File: config.mk
export PLATFORM = sky130hd
export DESIGN_NAME = radix4_booth_ctrl
export DESIGN_NICKNAME = d
export VERILOG_FILES = /design/src/rtl/radix4_booth_ctrl.sv
export SDC_FILE = /design/constraint.sdc
export NUM_CORES = 1
export LEC_CHECK = 0
export ABC_AREA = 1
export CORE_UTILIZATION = 37
export DETAILED_ROUTE_END_ITERATION = 12
export MAX_ROUTING_LAYER = met4
export PLACE_DENSITY_LB_ADDON = 0.05
export SETUP_SLACK_MARGIN = 0.02
export SLEW_MARGIN = 40
export SYNTH_ARGS = -nofsm -noshare
export SYNTH_HDL_FRONTEND = slang
export SYNTH_SLANG_ARGS = --single-unit
File: constraint.sdc
create_clock -name i_clk -period 1.9 [get_ports i_clk]
set_input_delay 0.38 -clock i_clk [delete_from_list [all_inputs] [get_ports i_clk]]
set_output_delay 0.38 -clock i_clk [all_outputs]
set_load 0.1 [all_outputs]
File: src/rtl/radix4_booth_ctrl.sv
// Radix-4 Booth multiplier controller: sequences operand byte loads, ITER Booth
// iterations and a low-word/high-word result handshake for an external datapath.
module radix4_booth_ctrl #(
  parameter int ITER = 8
) (
  input  logic       i_clk,
  input  logic       i_rst,
  input  logic       i_start,
  input  logic       i_in_valid,
  input  logic       i_out_ready,
  input  logic [2:0] i_sel_a,
  output logic       o_init_a,
  output logic       o_init_p,
  output logic       o_load_lsb_a,
  output logic       o_load_msb_a,
  output logic       o_load_lsb_b,
  output logic       o_load_msb_b,
  output logic       o_shift_a,
  output logic       o_load_partial,
  output logic [1:0] o_sel_mux,
  output logic       o_sel_add_sub,
  output logic       o_mux_sel,
  output logic       o_in_ready,
  output logic       o_out_valid,
  output logic       o_busy,
  output logic       o_done
);

  localparam int            CW   = (ITER > 1) ? $clog2(ITER) : 1;
  localparam logic [CW-1:0] LAST = CW'(ITER - 1);

  typedef enum logic [3:0] {
    S_IDLE   = 4'd0,
    S_INIT   = 4'd1,
    S_LD_A0  = 4'd2,
    S_LD_A1  = 4'd3,
    S_LD_B0  = 4'd4,
    S_LD_B1  = 4'd5,
    S_CALC   = 4'd6,
    S_OUT_LO = 4'd7,
    S_OUT_HI = 4'd8
  } state_t;

  state_t        r_state;
  state_t        w_state_nxt;
  logic [CW-1:0] r_cnt;
  logic [CW-1:0] w_cnt_nxt;
  logic          r_idle;
  logic          r_init;
  logic          r_ld_a0;
  logic          r_ld_a1;
  logic          r_ld_b0;
  logic          r_ld_b1;
  logic          r_calc;
  logic          r_out_lo;
  logic          r_out_hi;
  logic [2:0]    w_booth;

  // Booth triplet -> {selMux[1:0], selAddSub}; selMux 00=2B, 01=0, 10=B.
  function automatic logic [2:0] booth_decode(input logic [2:0] trip);
    logic [2:0] res;
    case (trip)
      3'b000, 3'b111: res = 3'b010;
      3'b001, 3'b010: res = 3'b100;
      3'b011:         res = 3'b000;
      3'b100:         res = 3'b001;
      3'b101, 3'b110: res = 3'b101;
      default:        res = 3'b010;
    endcase
    return res;
  endfunction

  always_comb begin
    w_state_nxt = r_state;
    w_cnt_nxt   = r_cnt;
    case (r_state)
      S_IDLE: begin
        if (i_start) w_state_nxt = S_INIT;
        else         w_state_nxt = S_IDLE;
      end
      S_INIT: w_state_nxt = S_LD_A0;
      S_LD_A0: begin
        if (i_in_valid) w_state_nxt = S_LD_A1;
        else            w_state_nxt = S_LD_A0;
      end
      S_LD_A1: begin
        if (i_in_valid) w_state_nxt = S_LD_B0;
        else            w_state_nxt = S_LD_A1;
      end
      S_LD_B0: begin
        if (i_in_valid) w_state_nxt = S_LD_B1;
        else            w_state_nxt = S_LD_B0;
      end
      S_LD_B1: begin
        if (i_in_valid) begin
          w_state_nxt = S_CALC;
          w_cnt_nxt   = {CW{1'b0}};
        end else begin
          w_state_nxt = S_LD_B1;
        end
      end
      S_CALC: begin
        w_cnt_nxt = r_cnt + CW'(1);
        if (r_cnt == LAST) w_state_nxt = S_OUT_LO;
        else               w_state_nxt = S_CALC;
      end
      S_OUT_LO: begin
        if (i_out_ready) w_state_nxt = S_OUT_HI;
        else             w_state_nxt = S_OUT_LO;
      end
      S_OUT_HI: begin
        if (i_out_ready) w_state_nxt = S_IDLE;
        else             w_state_nxt = S_OUT_HI;
      end
      default: w_state_nxt = S_IDLE;
    endcase
  end

  // State, iteration counter and one-hot state flags registered from the next state.
  always_ff @(posedge i_clk) begin
    if (i_rst) begin
      r_state  <= S_IDLE;
      r_cnt    <= {CW{1'b0}};
      r_idle   <= 1'b1;
      r_init   <= 1'b0;
      r_ld_a0  <= 1'b0;
      r_ld_a1  <= 1'b0;
      r_ld_b0  <= 1'b0;
      r_ld_b1  <= 1'b0;
      r_calc   <= 1'b0;
      r_out_lo <= 1'b0;
      r_out_hi <= 1'b0;
    end else begin
      r_state  <= w_state_nxt;
      r_cnt    <= w_cnt_nxt;
      r_idle   <= (w_state_nxt == S_IDLE);
      r_init   <= (w_state_nxt == S_INIT);
      r_ld_a0  <= (w_state_nxt == S_LD_A0);
      r_ld_a1  <= (w_state_nxt == S_LD_A1);
      r_ld_b0  <= (w_state_nxt == S_LD_B0);
      r_ld_b1  <= (w_state_nxt == S_LD_B1);
      r_calc   <= (w_state_nxt == S_CALC);
      r_out_lo <= (w_state_nxt == S_OUT_LO);
      r_out_hi <= (w_state_nxt == S_OUT_HI);
    end
  end

  assign w_booth = booth_decode(i_sel_a);

  // Outside CALC the adder must pass P through unchanged, whatever selA shows.
  always_comb begin
    o_sel_mux     = 2'b01;
    o_sel_add_sub = 1'b0;
    if (r_calc) begin
      o_sel_mux     = w_booth[2:1];
      o_sel_add_sub = w_booth[0];
    end else begin
      o_sel_mux     = 2'b01;
      o_sel_add_sub = 1'b0;
    end
  end

  assign o_init_a       = r_init;
  assign o_init_p       = r_init;
  assign o_load_lsb_a   = r_ld_a0 & i_in_valid;
  assign o_load_msb_a   = r_ld_a1 & i_in_valid;
  assign o_load_lsb_b   = r_ld_b0 & i_in_valid;
  assign o_load_msb_b   = r_ld_b1 & i_in_valid;
  assign o_shift_a      = r_calc;
  assign o_load_partial = r_calc;
  assign o_mux_sel      = r_out_lo;
  assign o_in_ready     = r_ld_a0 | r_ld_a1 | r_ld_b0 | r_ld_b1;
  assign o_out_valid    = r_out_lo | r_out_hi;
  assign o_busy         = ~r_idle;
  assign o_done         = r_out_hi & i_out_ready;

endmodule
==> run metrics, run 1 <==
maximum vdd drop ~0.00042 V; H-tree levels 1; Placed Cells 170; FF+latch count, synth 16; RSZ-0062 raised after global routing no; Yosys warning count 0; Worst setup EP type output pin; DP Area 1230 µm²; final WL around 1700 µm; status completed; synthesized area 868 µm²; Die H 50.4 µm; Slew Limit Fails 0; CTS tree yes; detailed placer's ending HPWL ~1400 µm; Residual DRC 0; Hold Crit Class reg2reg; Core Area 2210 µm²; worst slew pin tran just over 300 ps; share of cells above drive strength 1 roughly 27%; CP Data Required Time about 1500 ps; Synth Flop Type dfxtp_1; clk root buf clkbuf_4; sequential share of the synthesized area between 30% and 40%; post-route design area 1250 µm²; type of origin of the critical path input pin; setup violators final 0; Worst Path Arrival approximately 1400 ps; worst-path cell chain clkdlybuf4s50_1 -> nand2_1 -> inv_1 -> buf_12; via count about 800; setup TNS 0 ps; Max-cap violations 0; slowest cell on the critical path clkdlybuf4s50_1; first-pass GRT wire length between 3000 and 4000 µm; Non-Filler Instances between 150 and 200; Mapped Cells about 120; clock slew at reported path FFs approximately 80 ps; GRT Residual Overflow 0; PostCTS Resize Cnt 2; Synth top cells by count nand2_1, inv_1, dfxtp_1; WHS Path Cells 2; initial antenna violation count 0; clk buf depth 2; Post CTS Setup Buffer Count 0; vias in the first global route around 770; # nets final between 150 and 200; Die Wd 50.4 µm; Worst-Skew Late Latency approximately 280 ps; Routability Congestion 0.823; initial drt markers 14; final hold violations 0; Pre-antenna DRT Iters 4; post-synth top area share 36.9%; CTS Buf Count 3; cts hold-fix bufs 0; cell family with most CP delay buffers and inverters; count of cell types in the netlist 23; fin crit period ~1800 ps; crit-path max cell delay 650 ps; top cells by area, synth dfxtp_1, nand2_1, inv_1, ha_1, nor2_1; Worst Path Max Fanout 9; dpl ws -31.4 ps; Inserted Diodes 0; Starting Density between 30% and 40%; worst setup margin 123 ps; die area about 2500 µm²; final antenna-violating net count 0; Worst Setup Path Type in2out; Synth async-reset ratio 0%; IO Port Bufs 23; P_leak about 0.66 nW; Synth Area per Inst a little over 7 µm²; Power Dens Cells 612 nW/µm²; Fmax 563 MHz; reg-to-reg setup timing slack about 580 ps; clock skew 7.07 ps; largest net degree at the start of global routing 10; CP bufs+invs 3; # IOs 24; Core Rows 17; per-cell routed wire length around 10 µm; synth-to-layout area growth 43.7%; synthesized net count ~140; CTS sink count 16; Final period util slightly above 90%; Slew HR about 80%; Yosys top cell by area dfxtp_1; Total GRT Usage 16.5%; cell depth of the worst flop-to-flop path 7; Stages on worst setup path 4; Post-synth EDFFs 0; Via density ~4.6; dominant cell by count in the synthesized netlist nand2_1
report_power, final:
group          internal (mW)  leakage [nW]  switching, mW
Sequential             0.349         0.131        0.00945
Combinational         0.0721         0.518          0.163
Clock                 0.0736        0.0138         0.0966
Total                  0.495         0.663          0.269
per-layer routing:
layer  track usage [%]  part of all wire [%]  vias to the layer above
met3              3.33                   5.0                        6
met2              29.1                    52                       22
li1                  -                     -                      422
met5                 -                     0                        -
met1              16.6                    41                      347
met4              10.2                   2.3                        0
through the flow:
| stage | utilization [%] | hold WS (ps) | power [mW] |
|---|---|---|---|
| floorplan | - | 429 | 0.539 |
| global placement | 55.5 | 447 | 0.602 |
| detailed placement | 55.5 | 458 | 0.604 |
| CTS | 56.4 | 469 | 0.773 |
| global route | 56.4 | 498 | 0.813 |
| finish | 56.4 | 465 | 0.764 |
cells by family (layout without fill, tap and decap cells):
logic type	after synthesis	count (layout)	synth area share [%]
adder cells (fa/ha/maj)	5	5	7.20
buffers and inverters	24	47	11.4
AND/OR/NAND/NOR	69	69	39.1
multiplexers	1	1	1.15
AO/OA/AOI/OAI	7	7	4.32
flip-flops	16	16	36.9
state kept, by name (all words and copies together) (netlist names):
| register | cells |
|---|---|
| o_load_partial | 1 |
| r_cnt | 3 |
| r_ld_a0 | 1 |
| r_idle | 1 |
| r_state | 4 |
| r_ld_b1 | 1 |
| o_mux_sel | 1 |
| r_ld_a1 | 1 |
| r_ld_b0 | 1 |
| r_out_hi | 1 |
| o_init_a | 1 |
cell usage in the layout, fill, tap and decap left out:
cell type        instances
a21boi_1                 1
a21oi_1                  4
buf_12                  11
buf_4                    6
clkbuf_4                 3
clkdlybuf4s50_1          5
dfxtp_1                 14
dfxtp_2                  2
dlygate4sd2_1            2
ha_1                     5
inv_1                   17
inv_2                    3
mux2i_1                  1
nand2_1                 30
nand2_2                  4
nand3_1                  8
nand3_2                  4
nand3b_1                 1
nand4_1                  1
nor2_1                  14
nor2_2                   1
nor2_4                   4
o21ai_0                  1
o21ai_1                  1
or2_2                    1
or4_1                    1
tightest hold or removal path, stage by stage (launching register included):
cell and delay, ps:
dfxtp_1 320, nand2_1 60, a21oi_1 50
area by class of cell:
cell class                 count  area, µm²
clock buffer                   3       22.5
fill                         201        965
inverter                      20       75.1
multi-input combinational     82        459
sequential                    16        323
tap                           28       35.0
timing repair buffer          24        333
final timing paths:
check | startpoint | to
min reg2reg | r_cnt[1] | r_cnt[1]
min | r_cnt[1] | r_cnt[1]
max reg2reg | r_cnt[0] | o_load_partial
max | i_in_valid | o_load_msb_b
No activity file was read; power rests on OpenSTA's default activity.
==> inputs of run 2 (changes only) <==
--- a/config.mk
+++ b/config.mk
@@ -10,6 +10,7 @@
 export DETAILED_ROUTE_END_ITERATION = 12
 export MAX_ROUTING_LAYER = met4
 export PLACE_DENSITY_LB_ADDON = 0.05
+export RECOVER_POWER = 100
 export SETUP_SLACK_MARGIN = 0.02
 export SLEW_MARGIN = 40
 export SYNTH_ARGS = -nofsm -noshare
==> constraint.sdc (replaced) <==
create_clock -name i_clk -period 1.5 [get_ports i_clk]
set_input_delay 0.3 -clock i_clk [delete_from_list [all_inputs] [get_ports i_clk]]
set_output_delay 0.3 -clock i_clk [all_outputs]
set_load 0.1 [all_outputs]
==> run 2 against run 1 <==
Effect of this change: count of clock-buffer cells in the layout is 1 higher; critical path depth down 2; final area down 0.60%; wire length rose by 8.2%; via count up 4.4%; combinational power increased by 29%; largest cell class unchanged; total power is 30% higher; final cell count grew 2.9%; sequential power increased by 27%; utilization shrank 0.34 points; the flow now finishes with violations (setup timing); die area did not move; global-route usage is 0.11 points higher.
==> run metrics, run 2 (same netlist as run 1, synthesis figures left out) <==
Power Dens Cells 802 nW/µm² (+31%); worst r2r src r_state[2]; Max-cap violations 0 (unchanged); worst slew pin tran 477 ps (+168 ps); initial antenna violation count 0 (unchanged); Via density 4.67 (+1.5%); GRT Residual Overflow 0 (unchanged); largest net degree at the start of global routing 10 (unchanged); Combinational Power Share 30.6% (-0.2 points); final antenna-violating net count 0 (unchanged); via count 832 (+4.4%); Largest Register r_state; Starting Density 39.3% (unchanged); final WL 1830 µm (+8.2%); Final period util 109%; detailed placer's ending HPWL 1500 µm (+5.6%); multi-input logic area 468 µm² (+1.9%); P_leak 0.672 nW (+1.3%); cell family with most CP delay simple AND/OR/NAND/NOR gates; RSZ-0062 raised after global routing yes; Worst setup EP type output pin; Worst Path Arrival 1330 ps (-70 ps); synth-to-layout area growth 42.8%; leading cell type in the layout, fill and taps excluded nand2_1; Pre-antenna DRT Iters 4 (unchanged); hold path start i_out_ready; Non-Filler Instances 178 (+2.9%); crit-path max cell delay 540 ps (-110 ps); die area 2540 µm² (unchanged); slowest cell on the critical path or4_4; first-pass GRT wire length 3140 µm (+2.0%); clk buf depth 2 (unchanged); clock skew 2.67 ps (-4.40 ps); Pwr Total 0.995 mW (+30%); Die Wd 50.4 µm (unchanged); final hold violations 0 (unchanged); internal power 0.640 mW (+29%); initial drt markers 8 (-6); Setup crit start r_ld_b1; Reg power frac 45.7% (-1.2 points); Inserted Diodes 0 (unchanged); commonest cells after routing, fill and taps aside nand2_1, inv_1, nor2_1; Worst-Skew Late Latency 280 ps (about the same); worst setup margin -134 ps (-257 ps); DP Area 1330 µm² (+8.5%); CP Data Required Time 1200 ps (-320 ps); Residual DRC 0 (unchanged); clk root buf clkbuf_4; # IOs 24 (unchanged); fin crit period ~1600 ps; Core Area 2210 µm² (unchanged); Fmax just over 600 MHz; CTS tree yes; per-cell routed wire length 10.3 µm (+5.1%); FILL cells 221 (+10%); Hold Crit Class in2reg; type of origin of the critical path register; Sw Pwr 0.354 mW (+32%); CTS Buf Count 3 (unchanged); Register Area 323 µm² (unchanged); Routability Congestion 0.856 (+4.0%); IO Port Bufs 23 (unchanged); Final Core Density 56.1% (-0.34 points); Sw Ratio 35.6% (+0.37 points); Placed Cells 174 (+2.4%); Post CTS Setup Buffer Count 0 (unchanged); CP bufs+invs 1 (-2); Largest regs r_state x4, r_cnt x3; Worst Path Max Fanout 2 (-7); Worst Setup Path Type reg2out; setup violators final 2 (+2); Total GRT Usage 16.6% (+0.11 points); share of cells above drive strength 1 31.3% (+4.4 points); maximum vdd drop 0.000672 V (+60%); worst-path cell chain or4_4 -> buf_12; post-route design area 1240 µm² (-0.60%); status finished, violations left; H-tree levels 1 (unchanged); Core Rows 17 (unchanged); clock slew at reported path FFs 90 ps (about the same); failing checks setup timing; Slew HR 68.1% (-11 points); vias in the first global route 792 (+3.1%); CTS sink count 16 (unchanged); clock group share of total power 23.7% (+1.4 points); Die H 50.4 µm (unchanged); Slew Limit Fails 0 (unchanged); max reg flops 4 (unchanged); # nets final 164 (+2.5%)
==> run 2: layout make-up <==
cell class	count	share of cell area [%]
Multi-Input combinational cell	82	37.7
Sequential cell	16	26.0
Timing Repair Buffer	28	24.9
Inverter	20	6.36
Tap cell	28	2.83
Clock buffer	4	2.12
==> run 2: path summary, 6_finish.rpt <==
| path | end | slack [ps] | cells past startpoint |
|---|---|---|---|
| setup / recovery | o_in_ready | -130 | 2 |
| setup reg to reg | o_mux_sel | 40 | 8 |
| hold reg to reg | r_cnt[0] | 460 | 1 |
| hold / removal | r_out_hi | 410 | 4 |
==> run 2: routing by layer <==
metal / vias to the layer above / GRT usage, % / share of wire, %
met5: - / - / 0
met4: 0 / 4.17 / 0
met3: 0 / 3.94 / 4.5
met2: 17 / 33.1 / 52
met1: 384 / 15.6 / 43
li1: 431 / - / -
==> run 2: stage by stage <==
| step | worst slack, ps | hold slack [ps] | TNS [ps] |
|---|---|---|---|
| after global placement | -307 | 448 | -1400 |
| after global routing | -167 | 451 | -1360 |
| after detailed placement | -333 | 456 | -1480 |
| after CTS | -136 | 470 | -136 |
| final | -134 | 409 | -158 |
| after floorplan | 28.1 | 429 | 0 |
==> run 2: tightest hold or removal path, cell delays in order <==
cell and delay [ps]:
dlymetal6s2s_1 130, nand2_1 90, nand2_1 100, nor2_1 40
==> run 2: what timing repair did <==
item	CTS	global route
gates resized for setup	9	4
endpoints found under the setup margin	8	4
hold buffers	0	0
pin swaps	2	3
==> run 2: power groups by stage <==
stage,Combinational [mW],Clock (mW),Sequential [mW]
final,0.304,0.236,0.455
after global routing,0.328,0.263,0.457
after CTS,0.335,0.238,0.456
after detailed placement,0.336,0,0.466
after global placement,0.332,0,0.465
after floorplan,0.207,0,0.478
==> inputs of run 3 (changes only) <==
--- a/config.mk
+++ b/config.mk
@@ -6,7 +6,9 @@
 export NUM_CORES = 1
 export LEC_CHECK = 0
 export ABC_AREA = 1
-export CORE_UTILIZATION = 37
+export CELL_PAD_IN_SITES_DETAIL_PLACEMENT = 0
+export CELL_PAD_IN_SITES_GLOBAL_PLACEMENT = 1
+export CORE_UTILIZATION = 29
 export DETAILED_ROUTE_END_ITERATION = 12
 export MAX_ROUTING_LAYER = met4
 export PLACE_DENSITY_LB_ADDON = 0.05
@@ -16,3 +18,4 @@
 export SYNTH_ARGS = -nofsm -noshare
 export SYNTH_HDL_FRONTEND = slang
 export SYNTH_SLANG_ARGS = --single-unit
+export TNS_END_PERCENT = 10
==> run 3 against run 2 <==
Effect of this change: the flow finishes with violations (DRC, setup timing); first-iteration DRC count increased to 3.6 times the previous value; die area grew 26%; via count is 2.3% lower; non-clock buffer count is 2 higher; final cell count increased by 2.8%; global-route usage shrank 2.7 points; utilization decreased by 14 points; wire length increased by 2.7%; largest power group unchanged.
==> run metrics, run 3 (same netlist as run 1, synthesis figures left out) <==
leading cell type in the layout, fill and taps excluded nand2_1; CP Data Required Time 1200 ps (about the same); Final period util 109% (+0.12 points); die area 3220 µm² (+26%); hold path start r_cnt[1]; detailed placer's ending HPWL 1520 µm (+1.5%); Inserted Diodes 0 (unchanged); setup violators final 1 (-1); P_leak 0.673 nW (+0.17%); Sw Pwr 0.371 mW (+4.6%); RSZ-0062 raised after global routing yes; Total GRT Usage 13.9% (-2.7 points); Sw Ratio 35.2% (-0.41 points); status finished, violations left; Post CTS Setup Buffer Count 0 (unchanged); Hold Crit Class reg2reg; Final Core Density 42.4% (-14 points); cell family with most CP delay simple AND/OR/NAND/NOR gates; first-pass GRT wire length 3280 µm (+4.6%); per-cell routed wire length 10.2 µm (-0.12%); Reg power frac 42.9% (-2.8 points); worst r2r dst o_mux_sel; synth-to-layout area growth 36.9%; final WL 1880 µm (+2.7%); worst slew pin tran 487 ps (+10.2 ps); CTS tree yes; final antenna-violating net count 0 (unchanged); slowest cell on the critical path or4_4; Routability Congestion 0.853 (-0.41%); clk root buf clkbuf_4; Worst Path Arrival 1340 ps (about the same); type of origin of the critical path register; dpl ws -270 ps (+62.5 ps); clock skew 7.13 ps (+4.46 ps); Starting Density 31.0% (-8.3 points); maximum vdd drop 0.000510 V (-24%); H-tree levels 1 (unchanged); Largest Register r_state; Via density 4.44 (-5.0%); Worst Path Max Fanout 2 (unchanged); initial drt markers 29 (+21); max reg flops 4 (unchanged); Largest regs r_state x4, r_cnt x3; via count 813 (-2.3%); cell depth of the worst flop-to-flop path 8 (unchanged); WHS Path Cells 2 (-2); fin crit period 1640 ps (+1.84 ps); Core Rows 19 (+2); Fmax 611 MHz (-0.11%); Slew HR 67.7% (-0.34 points); commonest cells after routing, fill and taps aside nand2_1, inv_1, nor2_1, dfxtp_1, buf_4; failing checks DRC, setup timing; setup TNS -136 ps (+22.1 ps); Worst-Skew Late Latency 300 ps (+20 ps); final hold violations 0 (unchanged); clk buf depth 2 (unchanged); FILL cells 304 (+38%); Pre-antenna DRT Iters 7 (+3); clock slew at reported path FFs 90 ps (about the same); Worst setup EP type output pin; share of cells above drive strength 1 29.6% (-1.7 points); Worst Setup Path Type reg2out; worst-path cell chain or4_4 -> buf_12; vias in the first global route 790 (-0.25%); Core Area 2810 µm² (+27%); crit-path max cell delay 540 ps (about the same); reg-to-reg setup timing slack 120 ps (+80 ps); worst r2r src r_state[2]; IO Port Bufs 23 (unchanged); Slew Limit Fails 0 (unchanged); CP bufs+invs 1 (unchanged); internal power 0.682 mW (+6.5%); Combinational Power Share 28.8% (-1.8 points); Die H 56.7 µm (+12%); initial antenna violation count 0 (unchanged); largest net degree at the start of global routing 10 (unchanged); worst setup margin -136 ps (-1.84 ps); Placed Cells 179 (+2.9%); Max-cap violations 0 (unchanged); clock group share of total power 28.3% (+4.6 points); Residual DRC 7 (+7); # IOs 24 (unchanged); # nets final 166 (+1.2%); GRT Residual Overflow 0 (unchanged); CTS Buf Count 3 (unchanged); hold path endpoint r_cnt[1]; CTS sink count 16 (unchanged); worst hold slack 470 ps (+61.4 ps); Die Wd 56.7 µm (+12%); Non-Filler Instances 183 (+2.8%); Power Dens Cells 886 nW/µm² (+10%)
==> run 3: layout make-up <==
cell class | count | area, µm² | share of cell area, %
Inverter | 20 | 75.1 | 6.32
Clock buffer | 4 | 36.3 | 3.05
Timing Repair Buffer | 30 | 263 | 22.1
Sequential cell | 16 | 325 | 27.4
Multi-Input combinational cell | 82 | 450 | 37.9
Tap cell | 31 | 38.8 | 3.26
==> run 3: timing repair <==
item	in CTS	in global routing
resized for setup	8	3
endpoints found under the hold margin	0	0
setup endpoints to repair	9	4
hold buffers	0	0
==> run 3: worst register-to-register path, delay by kind of cell (launching register included) <==
kind | cells | cell delay (ps)
buffers and inverters | 1 | 70
and+or+nand+nor | 7 | 880
DFF | 1 | 360
==> run 3: metrics by stage <==
step	total power [mW]	cell area, µm²
after floorplan	0.682	881
after global placement	0.807	1340
after detailed placement	0.810	1340
after CTS	1.11	1380
after global routing	1.11	1190
final	1.05	1190
==> run 3: layer usage <==
layer	vias up	part of all wire [%]	global-route usage (%)
li1	434	-	-
met1	360	46	15.2
met2	15	46	23.1
met3	4	4.8	2.76
met4	0	2.5	8.57
met5	-	0	-
==> run 3: power by group through the flow <==
stage	combinational, mW	clock (mW)	sequential (mW)
final	0.303	0.298	0.451
after CTS	0.343	0.307	0.457
after global placement	0.341	0	0.466
after global routing	0.329	0.331	0.455
after floorplan	0.204	0	0.479
after detailed placement	0.343	0	0.467
==> run 3: worst max path at each step <==
stage                         startpoint           end  slack, ps  cells after the start
after floorplan           o_load_partial  o_sel_mux[1]       -180                      2
after global placement        i_sel_a[0]  o_sel_mux[1]       -240                      6
after detailed placement      i_sel_a[0]  o_sel_mux[0]       -270                      6
after CTS                        r_ld_a0    o_in_ready       -150                      2
after global routing             r_ld_a0    o_in_ready       -180                      2
final                            r_ld_a0    o_in_ready       -140                      2
